===== src/rtl/lsm_reg_sequencer.sv =====
`default_nettype none
// ============================================================================
// Module      : lsm_reg_sequencer
// Description : Register-list sequencer for ARM LDM/STM. On start it decodes
//               the instruction (P,U,W,L,Rn,list) and then presents one
//               register number plus word address per transfer, lowest
//               register at lowest address, advancing on each memory ack.
//               It finishes with a one-cycle done pulse carrying the base
//               write-back value.
// Ports       : clk        - rising-edge clock
//               reset      - asynchronous active-high reset
//               start      - begin a sequence (sampled only in IDLE)
//               ir         - instruction: [24]P [23]U [21]W [20]L
//                            [19:16]Rn [15:0]list
//               base_addr  - current value of Rn, sampled with start
//               next       - current transfer completed, advance
//               busy       - high in XFER and FIN
//               xfer_valid - reg_num/addr describe a pending transfer
//               reg_num    - register for the current transfer
//               addr       - word address for the current transfer
//               load       - latched L bit (1 = LDM, 0 = STM)
//               rn         - latched base register number
//               reg_count  - number of registers in the latched list
//               done       - one-cycle end-of-sequence pulse
//               wb_en      - with done: write wb_addr back to rn
//               wb_addr    - final base value
// Revision    : 1.0 - initial release
// ============================================================================
module lsm_reg_sequencer #(
  parameter int ADDR_W     = 32,
  parameter int WORD_BYTES = 4
) (
  input  logic              clk,
  input  logic              reset,
  input  logic              start,
  input  logic [31:0]       ir,
  input  logic [ADDR_W-1:0] base_addr,
  input  logic              next,
  output logic              busy,
  output logic              xfer_valid,
  output logic [3:0]        reg_num,
  output logic [ADDR_W-1:0] addr,
  output logic              load,
  output logic [3:0]        rn,
  output logic [4:0]        reg_count,
  output logic              done,
  output logic              wb_en,
  output logic [ADDR_W-1:0] wb_addr
);

  localparam logic [1:0] c_st_idle = 2'd0;
  localparam logic [1:0] c_st_xfer = 2'd1;
  localparam logic [1:0] c_st_fin  = 2'd2;

  localparam logic [ADDR_W-1:0] c_stride = ADDR_W'(WORD_BYTES);

  logic [1:0]        r_state;
  logic [1:0]        w_next_state;

  logic [15:0]       r_list;
  logic [ADDR_W-1:0] r_addr;
  logic [ADDR_W-1:0] r_wb_addr;
  logic              r_load;
  logic              r_w;
  logic [3:0]        r_rn;
  logic [4:0]        r_count;

  logic [4:0]        w_count;
  logic [ADDR_W-1:0] w_span;
  logic [ADDR_W-1:0] w_start_addr;
  logic [ADDR_W-1:0] w_wb_addr;
  logic [3:0]        w_lowest;
  logic [15:0]       w_list_rest;
  logic              w_accept;

  // Condition codes, the LDM/STM opcode field and the S bit are decoded
  // upstream; this block only needs P,U,W,L,Rn and the list.
  logic w_unused_ir;
  assign w_unused_ir = &{1'b0, ir[31:25], ir[22]};

  // --------------------------------------------------------------------------
  // Decode of the incoming instruction (used only at the start edge)
  // --------------------------------------------------------------------------
  always_comb begin
    w_count = 5'd0;
    for (int i = 0; i < 16; i++) begin
      w_count = w_count + {4'd0, ir[i]};
    end
  end

  assign w_span = c_stride * ADDR_W'(w_count);

  // Start address by addressing mode {P,U}; the block always walks upward,
  // so the decrementing modes start at the bottom of the span.
  always_comb begin
    w_start_addr = base_addr;
    case ({ir[24], ir[23]})
      2'b01:   w_start_addr = base_addr;                      // IA
      2'b11:   w_start_addr = base_addr + c_stride;           // IB
      2'b00:   w_start_addr = base_addr - w_span + c_stride;  // DA
      default: w_start_addr = base_addr - w_span;             // DB
    endcase
  end

  assign w_wb_addr = ir[23] ? (base_addr + w_span) : (base_addr - w_span);

  // --------------------------------------------------------------------------
  // Remaining-list handling
  // --------------------------------------------------------------------------
  // Scanning downward leaves the lowest set bit as the final assignment.
  always_comb begin
    w_lowest = 4'd0;
    for (int i = 15; i >= 0; i--) begin
      if (r_list[i]) begin
        w_lowest = 4'(i);
      end
    end
  end

  // x & (x-1) clears exactly the lowest set bit.
  assign w_list_rest = r_list & (r_list - 16'd1);
  assign w_accept    = (r_state == c_st_xfer) && next;

  // --------------------------------------------------------------------------
  // FSM: state register
  // --------------------------------------------------------------------------
  always_ff @(posedge clk or posedge reset) begin
    if (reset) begin
      r_state <= c_st_idle;
    end else begin
      r_state <= w_next_state;
    end
  end

  // --------------------------------------------------------------------------
  // FSM: next-state logic
  // --------------------------------------------------------------------------
  always_comb begin
    w_next_state = r_state;
    case (r_state)
      c_st_idle: begin
        if (start) begin
          w_next_state = (w_count != 5'd0) ? c_st_xfer : c_st_fin;
        end
      end
      c_st_xfer: begin
        if (next && (w_list_rest == 16'd0)) begin
          w_next_state = c_st_fin;
        end
      end
      c_st_fin: begin
        w_next_state = c_st_idle;
      end
      default: begin
        w_next_state = c_st_idle;
      end
    endcase
  end

  // --------------------------------------------------------------------------
  // FSM: outputs
  // --------------------------------------------------------------------------
  always_comb begin
    busy       = 1'b0;
    xfer_valid = 1'b0;
    done       = 1'b0;
    wb_en      = 1'b0;
    case (r_state)
      c_st_xfer: begin
        busy       = 1'b1;
        xfer_valid = 1'b1;
      end
      c_st_fin: begin
        busy  = 1'b1;
        done  = 1'b1;
        wb_en = r_w;
      end
      default: begin
        busy = 1'b0;
      end
    endcase
  end

  assign reg_num   = w_lowest;
  assign addr      = r_addr;
  assign load      = r_load;
  assign rn        = r_rn;
  assign reg_count = r_count;
  assign wb_addr   = r_wb_addr;

  // --------------------------------------------------------------------------
  // Datapath registers
  // --------------------------------------------------------------------------
  always_ff @(posedge clk or posedge reset) begin
    if (reset) begin
      r_list    <= 16'd0;
      r_addr    <= '0;
      r_wb_addr <= '0;
      r_load    <= 1'b0;
      r_w       <= 1'b0;
      r_rn      <= 4'd0;
      r_count   <= 5'd0;
    end else if ((r_state == c_st_idle) && start) begin
      r_list    <= ir[15:0];
      r_addr    <= w_start_addr;
      r_wb_addr <= w_wb_addr;
      r_load    <= ir[20];
      r_w       <= ir[21];
      r_rn      <= ir[19:16];
      r_count   <= w_count;
    end else if (w_accept) begin
      r_list <= w_list_rest;
      r_addr <= r_addr + c_stride;
    end
  end

endmodule
`default_nettype wire


===== config.mk =====
export PLATFORM = sky130hd
export DESIGN_NAME = lsm_reg_sequencer
export DESIGN_NICKNAME = d
export VERILOG_FILES = /design/src/rtl/lsm_reg_sequencer.sv
export SDC_FILE = /design/constraint.sdc
export NUM_CORES = 1
export LEC_CHECK = 0
export CORE_ASPECT_RATIO = 1.4
export CORE_MARGIN = 5
export CORE_UTILIZATION = 55
export DETAILED_ROUTE_END_ITERATION = 16
export GPL_TIMING_DRIVEN = 0
export HOLD_SLACK_MARGIN = 0.1
export PLACE_DENSITY = 0.83
export SYNTH_ARGS = -nofsm -noshare
export SYNTH_HDL_FRONTEND = slang
export SYNTH_SLANG_ARGS = --single-unit

===== constraint.sdc =====
create_clock -name clk -period 7.52 [get_ports clk]
set_clock_uncertainty 0.05 [all_clocks]
set_input_delay 1.504 -clock clk [delete_from_list [all_inputs] [get_ports clk]]
set_output_delay 1.504 -clock clk [all_outputs]
set_load 0.005 [all_outputs]

# Word-level counts from Yosys, hierarchy flattened
# Index checks and enable logic that the tools add are counted.
[classes] addsub=21 multipliers=0 div=0 magnitude_cmp=0 n_eq_ne=6 shifts=0 muxes=30 bitwise=1 reduce_logical=10
[op_table] op="adder 32 x 3 -> 32 bit (second input constant)" count=3
[op_table] op="2-to-1 mux 32 bit" count=3
[op_table] op="one-hot mux 32 bit (3 select lines)" count=1
[op_table] op="2-to-1 mux 4 bit" count=16
[op_table] op="adder 5 x 1 -> 5 bit" count=11
[op_table] op="adder 32 x 7 -> 32 bit" count=1
[op_table] op="2-to-1 mux 16 bit" count=2
[op_table] op="subtractor 32 x 7 -> 32 bit" count=1
[op_table] op="bitwise AND 16 bit" count=1
[op_table] op="logical NOT 16 bit" count=1
[op_table] op="subtractor 16 x 1 -> 16 bit (second input constant)" count=1
[op_table] op="2-to-1 mux 2 bit" count=3
[op_table] op="adder 4 x 1 -> 5 bit" count=1
[op_table] op="nonzero test 5 bit" count=1
[op_table] op="adder 3 x 1 -> 4 bit" count=1
[op_table] op="== test 2 x 1 -> 1 bit (second input constant)" count=2
[op_table] op="== test 2 bit (second input constant)" count=2
[op_table] op="logical NOT 2 bit" count=2
[op_table] op="2-to-1 mux 1 bit" count=4
[op_table] op="one-hot mux 2 bit (2 select lines)" count=1
[op_table] op="adder 2 x 1 -> 3 bit" count=1
[op_table] op="logical AND 1 bit" count=3
[op_table] op="adder 1 x 1 -> 2 bit" count=1
[op_table] op="!= test 2 x 1 -> 1 bit (second input constant)" count=1
[op_table] op="other kinds (4)" count=4
[word_totals] ff_bits=93 latchBits=0 ram_bits=0 romBits=0 output_inout_bits=82 elab_cells=76 mem_count=0

# Longest topological paths before layout
[logic_depth] ltp_word=19 ltp_mapped=27 depth_no_buf=25

# Worst setup path before layout
# No wires, ideal clock.
[synth_timing] path_kind="input to register" from="in ir[5]" to="reg r_addr[27], in the netlist addr[27]" t_arrival_ns=7.734 setup_slack_ns=-0.407 cell_stages=26 cell_sequence="inv_1 > fa_1 > inv_1 > fa_1 > fa_1 > inv_1 > fa_1 > inv_1 > ha_1 > inv_1 > fa_1 > xor2_1 > inv_1 > ha_1 > and2b_1 > a2111oi_2 > buf_2 > o21ai_0 > a222oi_1 > nand4bb_1 > or4_1 > buf_2 > o311a_1 > or3_1 > nand3_1 > a22oi_1"
[synth_between] elab_chain_len=15
[synth_rtl] item="from (decl)" line="36" source="input logic [31:0] ir,"
[synth_rtl] item="adder 5 x 1 -> 5 bit (*) (11 in series)" line="87" source="w_count = w_count + {4'd0, ir[i]};"
[synth_rtl] item="named net w_count[2]" line="68" source="logic [4:0] w_count;"
[synth_rtl] item="subtractor 32 x 7 -> 32 bit (*)" line="100, 101"
[synth_rtl] item="adder 32 x 3 -> 32 bit" line="100" source="2'b00: w_start_addr = base_addr - w_span + c_stride;"
[synth_rtl] item="one-hot mux 32 bit (3 select lines) (*)" line="97" source="case ({ir[24], ir[23]})"
[synth_rtl] item="2-to-1 mux 32 bit (*)" line="203" source="end else if ((r_state == c_st_idle) && start) begin"
[synth_rtl] item="to (signal assigned)" line="205" source="r_addr <= w_start_addr;"
[synth_rtl] item="to (signal assigned)" line="213" source="r_addr <= r_addr + c_stride;"
[synth_rtl] item="to (decl)" line="61" source="logic [ADDR_W-1:0] r_addr;"
# The timed path passes the listed nets; every way through them passes the cells marked *.
# A chain may end at the register's enable or synchronous reset.

# Final worst setup path
[layout_timing] from="in ir[11]" to="reg r_addr[21], in the netlist addr[21]"
[layout_between] elab_chain_len=9
[layout_rtl] item="adder 5 x 1 -> 5 bit (*) (5 in series)" line="87"
[layout_rtl] item="named net w_count[2]" line="68"
[layout_rtl] item="subtractor 32 x 7 -> 32 bit (*)" line="100, 101"
[layout_rtl] item="adder 32 x 3 -> 32 bit" line="100"
[layout_rtl] item="one-hot mux 32 bit (3 select lines) (*)" line="97"
[layout_rtl] item="2-to-1 mux 32 bit (*)" line="203"
# Marks and branches as above.

==> run metrics <==
status=finished, violations left; failing checks=negative setup slack; synthesized instance count=about 1100; syn_nets=1178; chip height=between 150 and 200 um; Pre-antenna DRT Iters=6; critical path arrival=between 8000 and 9000 ps; slew margin rel.=15.93%; Clock Latency Late Sink=about 360 ps; grt ovf=0; Synth Warn #=0; #FFs+latches synth=93; period utilization=104.6%; most frequent cells in the layout=nand2_1 (149), clkdlybuf4s50_1 (123), dfrtp_1 (93); CTS tree=built; Antenna Violating Nets Remaining=0; Critical Path Source Type=primary input; predominant post-synthesis flop cell=dfrtp_1; row cnt=53; DP HPWL=24890 um; Core ar.=14920 sq um; maximum vdd drop=0.3927 mV; Detailed Route Iter0 Violations=1056; post-route cell area=11370 sq um; Lkg Pwr=~4.4 nW; htree depth=3; total power=around 4.2 mW; wire per inst=23.49 um; Area growth syn-to-layout=37.24%; endpoints failing hold=0; final setup fails=10; Final Routed Wirelength=34830 um; Post-Place Cell Area=around 10000 sq um; proportion of layout cells with a drive suffix above 1=17.51%; gp weighted congestion=1.059; ant diodes=0; placed insts=around 1400; max cap viols=0; Mapped Area=8283 sq um; nets=1390; total global-route track usage=38.75%; worst stage delay on the critical path=560 ps; Final Non-Filler Cells=1483; die area=~18000 sq um; PwrDens=about 370 nW/um^2; area share of the largest cell type after synthesis=roughly 28%; setup TNS=-2016 ps; CTS sink count=93; Most common cell on crit path=inv_2; Max clock buf depth=2; post-layout util=roughly three quarters; antenna violations before repair=0; measured slew at the worst slew-check pin=1229 ps; Worst-path clk slew=80 ps; via count=9661; largest cells by area after synthesis=dfrtp_1 (28%), nand2_1 (7.0%), xnor2_1 (5.6%), xor2_1 (5.4%), o21ai_0 (5.3%); DRC=0; Worst Hold Class=reg2reg; Synth Area per Inst=7.712 sq um; I/O pins=150; RSZ-0062 raised after global routing=yes; Crit-path slowest cell=or4_4; Seq/Total Area, Yosys=28.10%; vias in the first global route=9708; Yosys cell types=75; largest net degree at the start of global routing=48; Avg Vias per Cell=6.514; hold buffer count at cts=0; crit path max fanout=5; chip width=113.7 um; CTS root buf=clkbuf_16; share of flip-flops with an asynchronous set or reset=100.0%; cell taking the most area after synthesis=dfrtp_1; commonest non-fill, non-tap cell in the layout=nand2_1; PortBufs=132; Worst Setup End Kind=register; Final WS setup=-345.4 ps; global-route wire length before repair=roughly 53000 um; Crit Path Class=in2reg; fillcell total=approximately 1100; EDFF count, synth=0; achievable clock frequency=0.1271 GHz; fin. max-slew vios=0; Final min period=7865 ps; Initial Util=55.51%; Num CTS Buffers=9; Req. time, crit path=7690 ps
==> layer usage <==
metal	wire, um	global-route usage (%)	vias to the layer above
met5	0	0	-
li1	-	-	4236
met1	11850	42.43	4578
met2	16900	65.46	645
met3	2970	7.121	202
met4	3116	30.01	0
==> final timing paths <==
kind	start	endpoint	slack (ps)	depth (start not counted)
min	rn[2]	rn[2]	430	2
max	ir[11]	addr[21]	-350	29
max reg2reg	r_state[1]	addr[29]	4410	10
min in group asynchronous	reset	addr[0]	1520	2
max in group asynchronous	reset	wb_addr[19]	5230	3
min reg2reg	rn[2]	rn[2]	430	2
==> per-stage QoR <==
stage,worst slack [ps],hold WS [ps]
finish,-345.4,425.9
global route,-441.0,448.0
CTS,-340.7,430.7
detailed placement,-1636,412.3
global placement,-1584,408.1
floorplan,-139.4,388.0
==> kinds of logic (layout without fill, tap and decap cells) <==
kind of cell,count (synthesis),in the layout,share of synthesized area (%)
AND/OR/NAND/NOR,424,424,25.48
AO/OA/AOI/OAI,283,283,21.47
buffers and inverters,120,337,5.740
XOR/XNOR,104,104,11.00
flip-flops,93,93,28.10
adder cells (fa/ha/maj),39,39,6.888
multiplexers,11,11,1.329
==> timing repair <==
action,4_1_cts,5_1_grt
hold endpoints to repair,0,0
pin swaps,44,42
buffers inserted,69,15
gates resized for setup,105,61
endpoints found under the setup margin,25,27
==> area by class of cell <==
type	instances	area [sq um]	area share (%)
Buffer	69	292.8	2.576
Clock buffer	9	225.2	1.981
Clock inverter	7	71.32	0.6274
Inverter	48	182.7	1.607
Multi-Input combinational cell	861	6156	54.15
Sequential cell	93	2327	20.47
Tap cell	192	240.2	2.113
Timing Repair Buffer	204	1872	16.47
==> registers in the layout (all words and copies together) (netlist names) <==
name	cells
addr	32
wb_addr	32
r_state	2
r_w	1
rn	4
load	1
r_list	16
reg_count	5
==> cells in the mapped netlist (8+ instances only) <==
cell and count:
a211oi_1 18, a21o_1 10, a21oi_1 71, a31oi_1 15, and2_1 10, and3_1 17, buf_1 9, buf_2 8
clkbuf_1 53, dfrtp_1 93, fa_1 12, ha_1 24, inv_1 48, mux2i_1 11, nand2_1 154, nand2b_1 10
nand3_1 35, nand4_1 13, nor2_1 78, nor2b_1 10, nor3_1 29, nor4_1 14, o21ai_0 88, or2_2 8
or3_1 11, xnor2_1 53, xor2_1 51
==> where the power goes <==
part | internal, mW | total (mW) | switching [mW]
Sequential | 0.742 | 0.978 | 0.235
Clock | 0.233 | 0.469 | 0.236
Combinational | 1.32 | 2.79 | 1.47
Total | 2.30 | 4.24 | 1.94
==> critical path: cells and delay by family <==
family | cells | cell delay, ps
and+or+nand+nor | 4 | 1110
AOI/OAI and AO/OA | 5 | 1140
xor gates and xnor gates | 2 | 340
buffers and inverters | 11 | 1190
adders and majority gates | 7 | 2750
Power figures use the tool's default switching activity.
